[src/rtl/add_arbiter_pkg.sv]
// Shared constants for the round-robin add arbiter: adder width, default
// requester count and the requester-id width helper.
package add_arbiter_pkg;

  localparam int W_ADD     = 8;
  localparam int N_REQ_DEF = 4;

  function automatic int id_width(input int n);
    return (n <= 2) ? 1 : $clog2(n);
  endfunction

endpackage

[src/rtl/add_arbiter_part2.sv]
// The existing shared combinational adder: O = (A + B) mod 256.
module part2 (
  input  logic [7:0] a,
  input  logic [7:0] b,
  output logic [7:0] o
);

  assign o = a + b;

endmodule

[src/rtl/add_arbiter.sv]
// Round-robin arbiter sharing one 8-bit adder among N_REQ requesters, with a
// single registered response slot (sum, carry-out, requester id).
module add_arbiter
  import add_arbiter_pkg::*;
#(
  parameter int N_REQ = N_REQ_DEF,
  parameter int W     = W_ADD
) (
  input  logic                       clk,
  input  logic                       rst,
  input  logic [N_REQ-1:0]           req_valid,
  input  logic [N_REQ*W-1:0]         req_a,
  input  logic [N_REQ*W-1:0]         req_b,
  output logic [N_REQ-1:0]           req_ready,
  output logic                       rsp_valid,
  input  logic                       rsp_ready,
  output logic [W-1:0]               rsp_sum,
  output logic                       rsp_ovf,
  output logic [id_width(N_REQ)-1:0] rsp_id
);

  localparam int IDW = id_width(N_REQ);

  logic [IDW-1:0] ptr_r;
  logic [IDW:0]   pick_s;
  logic [IDW-1:0] grant_s;
  logic [IDW-1:0] nxt_ptr_s;
  logic           free_s;
  logic           xfer_s;
  logic [W-1:0]   a_mux_s;
  logic [W-1:0]   b_mux_s;
  logic [W-1:0]   sum_s;
  logic           ovf_s;

  // Returns {found, index} of the first valid requester at or after p, wrapping.
  // Scanning downward lets the closest hit to p overwrite the farther ones.
  function automatic logic [IDW:0] pick(input logic [N_REQ-1:0] v,
                                        input logic [IDW-1:0]   p);
    logic [IDW:0]   res;
    logic [IDW-1:0] idx;
    res = '0;
    for (int k = N_REQ - 1; k >= 0; k--) begin
      idx = IDW'((int'(p) + k) % N_REQ);
      if (v[idx]) begin
        res = {1'b1, idx};
      end else begin
        res = res;
      end
    end
    return res;
  endfunction

  // Grant selection, operand mux and carry-out of the shared adder.
  always_comb begin
    pick_s    = pick(req_valid, ptr_r);
    grant_s   = pick_s[IDW-1:0];
    free_s    = !rsp_valid || rsp_ready;
    xfer_s    = free_s && pick_s[IDW] && !rst;
    req_ready = '0;
    if (xfer_s) begin
      req_ready[grant_s] = 1'b1;
    end else begin
      req_ready = '0;
    end
    a_mux_s   = req_a[int'(grant_s)*W +: W];
    b_mux_s   = req_b[int'(grant_s)*W +: W];
    ovf_s     = (a_mux_s[W-1] & b_mux_s[W-1]) |
                ((a_mux_s[W-1] ^ b_mux_s[W-1]) & ~sum_s[W-1]);
    nxt_ptr_s = IDW'((int'(grant_s) + 1) % N_REQ);
  end

  part2 u_adder (
    .a (a_mux_s),
    .b (b_mux_s),
    .o (sum_s)
  );

  // Response slot and round-robin pointer; a transfer overwrites any slot being drained.
  always_ff @(posedge clk) begin
    if (rst) begin
      rsp_valid <= 1'b0;
      rsp_sum   <= '0;
      rsp_ovf   <= 1'b0;
      rsp_id    <= '0;
      ptr_r     <= '0;
    end else if (xfer_s) begin
      rsp_valid <= 1'b1;
      rsp_sum   <= sum_s;
      rsp_ovf   <= ovf_s;
      rsp_id    <= grant_s;
      ptr_r     <= nxt_ptr_s;
    end else if (rsp_ready) begin
      rsp_valid <= 1'b0;
    end
  end

endmodule
[config.mk]
export PLATFORM = sky130hd
export DESIGN_NAME = add_arbiter
export DESIGN_NICKNAME = d
export VERILOG_FILES = /design/src/rtl/add_arbiter_pkg.sv /design/src/rtl/add_arbiter_part2.sv /design/src/rtl/add_arbiter.sv
export SDC_FILE = /design/constraint.sdc
export NUM_CORES = 1
export LEC_CHECK = 0
export CORE_UTILIZATION = 27
export CTS_BUF_LIST = sky130_fd_sc_hd__clkbuf_16
export DETAILED_ROUTE_END_ITERATION = 16
export PLACE_DENSITY = 0.63
export SLEW_MARGIN = 15
export SYNTH_ARGS = -nofsm -noshare
export SYNTH_HDL_FRONTEND = slang
export SYNTH_HIERARCHICAL = 1
export SYNTH_SLANG_ARGS = --single-unit
[constraint.sdc]
create_clock -name clk -period 5.1 [get_ports clk]
set_input_delay 0.51 -clock clk [delete_from_list [all_inputs] [get_ports clk]]
set_output_delay 0.51 -clock clk [all_outputs]
set_load 0.05 [all_outputs]
Yosys cells after proc, flatten, opt, wreduce, memory -nomap -nowiden
Index checks and enable logic that the tools add are counted.
Word-level totals
  register bits after elaboration: 14
  output and inout port bits: 16
Cells by class
  add/sub/neg operators: 5
  $lt $le $gt $ge: 6
  shifts and indexed selects: 2
  multiplexer cells: 17
  bitwise operators: 5
  reduce and logical (&&, ||, !) cells: 7
Operators with widths (count)
  32-bit by 6-bit indexed part select with 8-bit output: 2
  2-bit by 3-bit < comparator with 1-bit output (second input constant): 5
  3-bit 2-to-1 mux: 4
  8-bit adder: 1
  1-bit binary-select mux with 2-bit select: 4
  1-bit 2-to-1 mux: 7
  2-bit by 1-bit adder with 2-bit output (second input constant): 2
  2-bit adder (second input constant): 2
  4-bit 2-to-1 mux: 1
  1-bit logical AND: 3
  1-bit bitwise AND: 2
  1-bit demux with 2-bit select: 1
  2-bit by 1-bit >= comparator with 1-bit output (second input constant): 1
  1-bit logical NOT: 2
  2-bit nonzero test: 1
  1-bit logical OR: 1
  1-bit NOT: 1
  1-bit OR: 1
  1-bit bitwise XOR: 1

Depth between registers and ports, before layout
  word-level depth: 12
  mapped depth: 15

Cells and area by module
The synthesis kept the hierarchy.
By module, submodules not included
  add_arbiter: instances 1, cells each 137, area an instance 1257.5 µm²
  part2: instances 1, cells each 42, area an instance 331.6 µm²

Worst setup path after synthesis
OpenSTA, ideal clock, no wires.
  path kind: input to register
  start: in req_valid[0]
  end: reg rsp_ovf
  library setup time: 86 ps
  arrival time: 2631 ps
  path slack: 2383 ps
  stages on the path: 14
  buffers on the path: 2
  path through: a21oi_2 -> o21ai_2 -> o2bb2a_4 -> buf_6 -> buf_8 -> mux2i_1 -> mux2i_1 -> ha_1 -> a211oi_1 -> o211ai_1 -> o2bb2ai_1 -> inv_1 -> a21oi_1 -> a211oi_1
Between the ends
  longest elaborated chain between the ends: 11
  elaborated cells between the ends (all ways): 22
  those cells by class: 1 x add/sub; 2 x shift; 12 x mux; 5 x bitwise; 2 x reduce/logical
Ends and longest elaborated chain
  from (decl): RTL line add_arbiter.sv:11  | input logic [N_REQ-1:0] req_valid,
  1-bit binary-select mux with 2-bit select: RTL line add_arbiter.sv:44  | if (v[idx]) begin
  1-bit 2-to-1 mux (not written as such): RTL line add_arbiter.sv:44
  3-bit 2-to-1 mux (3 in series): RTL line add_arbiter.sv:44
  3-bit 2-to-1 mux (*): RTL line add_arbiter.sv:44
  net pick_s[1]: RTL line add_arbiter.sv:25  | logic [IDW:0] pick_s;
  32-bit by 6-bit indexed part select with 8-bit output (*): RTL line add_arbiter.sv:65  | a_mux_s = req_a[int'(grant_s)*W +: W];
  net a_mux_s[1]: RTL line add_arbiter.sv:30  | logic [W-1:0] a_mux_s;
  8-bit adder (*): RTL line add_arbiter_part2.sv:8  | assign o = a + b;
  net sum_s[7]: RTL line add_arbiter.sv:32  | logic [W-1:0] sum_s;
  1-bit NOT (*): RTL line add_arbiter.sv:68  | ((a_mux_s[W-1] ^ b_mux_s[W-1]) & ~sum_s[W-1]);
  1-bit bitwise AND (*): RTL line add_arbiter.sv:68
  1-bit OR (*): RTL line add_arbiter.sv:67  | ovf_s = (a_mux_s[W-1] & b_mux_s[W-1]) |
  to (signal assigned): RTL line add_arbiter.sv:89  | rsp_ovf <= ovf_s;
  to (decl): RTL line add_arbiter.sv:18  | output logic rsp_ovf,
Mark *: on every way through the listed nets, which the timed path passes. The rest lies on a longest branch. The select of a mux whose other input is x is not followed.
A chain may end at the register's enable or synchronous reset.

Worst setup path after layout
  start: in req_valid[0]
  end: out req_ready[1]
Between the ends
  longest elaborated chain between the ends: 11
  elaborated cells between the ends (all ways): 20
  those cells by class: 2 x order compare; 15 x mux; 3 x reduce/logical
Ends and longest elaborated chain
  1-bit binary-select mux with 2-bit select: RTL line add_arbiter.sv:44
  1-bit 2-to-1 mux (not written as such): RTL line add_arbiter.sv:44
  3-bit 2-to-1 mux (3 in series): RTL line add_arbiter.sv:44
  3-bit 2-to-1 mux (*): RTL line add_arbiter.sv:44
  2-bit by 3-bit < comparator with 1-bit output (not written as such) / 2-bit by 1-bit >= comparator with 1-bit output (equally long branches): RTL line add_arbiter.sv:61  | req_ready[grant_s] = 1'b1;
  1-bit logical AND (not written as such): RTL line add_arbiter.sv:61
  1-bit 2-to-1 mux (not written as such): RTL line add_arbiter.sv:61
  1-bit demux with 2-bit select: RTL line add_arbiter.sv:61
  4-bit 2-to-1 mux (*): RTL line add_arbiter.sv:60  | if (xfer_s) begin
  to (decl): RTL line add_arbiter.sv:14  | output logic [N_REQ-1:0] req_ready,
Mark *: on every way between the ends. The rest lies on a longest branch, timed or not. The select of a mux whose other input is x is not followed.

==> metrics.yaml <==
slew_headroom_pct: 41.7
die_area_um2: 6200
htreeDepth: 1
cts_hold_buf: 0
grt_pass1_wl_mm: 6.73
r2r_cells: 12
synth_area_um2: 1590
cp.required_ns: 4.59
rsz0062_at_grt: "false"
cts_buffers: 3
gr-total-overflow: 0
postCtsSetupRepairBufs: 0
seq_area_frac_synth_pct: 17.6
period_share_pct: 73.4
cts.clk_slew.worst_paths_ns: 0.05
grtUsageTotal_pct: 13.7
placed_cells: 329
drtIter0Drc: 42
start_util_pct: 28.5
ios: 87
clk_latency_ns: 0.25
finalMaxSlewViolations: 0
die_x_um: 78.7
nNetsFinal: 346
clock.fmax_mhz: 267
hold_violations: 0
first_pass_iters: 4
min_path_type: "flip-flop to flip-flop"
viasPerCell: 4.59
place.gp.congestion: 0.759
arrival_ns: 3.24
cp-start-kind: "primary input"
grt_max_degree: 37
stdcell_count: 333
syn2layout_area_growth_pct: 61.2
finalPower_w: 0.000929
synth_top_area_share_pct: 30.9
grt_pass1_vias: 1419
total_leakage_power_nw: 1.03
synth_cells: 179
coreArea_um2: 5570
hpwlAfterDp_mm: 3.43
antenna_found_initial: 0
worst_pin_slew_ns: 0.874
cts_root_buffer: "clkbuf_16"
yosysTopAreaCell: "mux2i_1"
drive_gt1_share_pct: 4.98
synth_warnings: 6
min_path_cells: 2
fin_setup_tns_ns: 0
drv_cap: 0
worstSetupPathType: "primary input to output port"
syn-num-nets: 263
mostFrequentLayoutCells: "clkdlybuf4s50_1 (86), mux2i_1 (49), dfxtp_1 (14), nand2b_1 (13)"
status: "finished, final reports clean"
whs_ns: 0.463
cts_resized: 0
diodes: 0
synth_area_per_cell_um2: 8.88
cts_sinks: 14
routedWlPerCell_um: 13.0
synth_area_leaders: "mux2i_1 (31%), dfxtp_1 (18%), ha_1 (9.4%)"
final_common_cell: "clkdlybuf4s50_1"
fillerInstances: 563
cts_buffer_depth: 2
end_kind: "output port"
skew_ns: 0.00363
route.detailed.drc: 0
die_h_um: 78.7
drt.antenna.violating_nets: 0
routed_wl_mm: 4.34
synth-seq-cells: 14
yosysUniqueCellTypes: 40
ir_drop_mv: 0.329
finalWorstPathRequiredPeriod_ns: 3.75
setup_viol: 0
cp_max_fo: 14
cts_tree: "built"
fin_util_pct: 45.9
num_rows: 27
io_buffers: 86
power.density_nw_per_um2: 363
vias: 1530
-- kinds of logic (layout without fill, tap and decap cells) --
group           count (synthesis)  in the layout  synth area share, %
mux                            49             49                 30.9
simple gates                   40             40                 13.9
compound gates                 39             39                 16.4
buf+inv                        20            102                 8.35
flops                          14             14                 17.6
fa+ha+maj                      13             13                 10.7
xor+xnor                        4              4                 2.21
-- Yosys cell counts (all sizes together) --
master   count
nor4         1
nand2b      13
xor2         2
a311oi       1
a211oi       3
o2bb2a       1
mux2i       49
a21o         1
o31a         1
inv         10
nor3         1
clkbuf       4
nand2       12
dfxtp       14
a221oi       1
o21ai       14
o211ai       3
and2         4
xnor2        2
nor2         4
o21a         1
nor3b        2
o311ai       2
nor2b        2
o2bb2ai      1
ha          12
fa           1
or2b         1
buf          6
a21oi       10
-- layout make-up --
class                      count  area, um2  share of cell area [%]
clock inverter                 1       3.75                   0.147
inverter                      10       37.5                    1.47
multi-input combinational    145       1200                    46.8
tap                           72       90.1                    3.52
timing repair buffer          88        876                    34.2
sequential                    14        280                    10.9
clock buffer                   3       75.1                    2.93
-- registers in the layout (all words and copies together), names as in the netlist --
name       cells
rsp_ovf        1
rsp_sum        8
rsp_valid      1
ptr_r          2
rsp_id         2
-- stage by stage --
stage,cell area (um2),worst slack (ns)
after floorplan,1590,2.38
after global routing,2560,1.12
final,2560,1.35
after detailed placement,2480,1.16
after CTS,2560,1.33
after global placement,2480,1.32
-- final timing paths --
path	startpoint	to	slack [ns]
min	rsp_id[0]$_SDFFE_PP0P_	rsp_id[0]$_SDFFE_PP0P_	0.46
max reg2reg	ptr_r[1]$_SDFFE_PP0P_	rsp_ovf$_SDFFE_PP0P_	1.68
max	req_valid[0]	req_ready[1]	1.35
min reg2reg	rsp_id[0]$_SDFFE_PP0P_	rsp_id[0]$_SDFFE_PP0P_	0.46
-- power breakdown --
part           switching, W  internal [W]
logic              0.000340      0.000270
registers         0.0000229      0.000144
clock network     0.0000475      0.000104
-- critical path, cell delays in order --
cell and delay [ns]:
clkdlybuf4s50_1 0.53, mux2i_1 0.18, nor2_1 0.08, a311oi_4 0.77, ha_1 0.26, and2_1 0.11, clkdlybuf4s50_1 0.79
-- per-layer routing --
layer / global-route usage [%] / routed length (um) / part of all wire, % / vias to the layer above
met5: 0 / 0 / 0 / -
met4: 3.89 / 51 / 1.2 / 0
met1: 17.6 / 2050 / 47 / 676
met2: 23.3 / 2010 / 46 / 44
met3: 2.18 / 228 / 5.3 / 6
li1: - / - / - / 804
(Power assumes the default switching activity.)
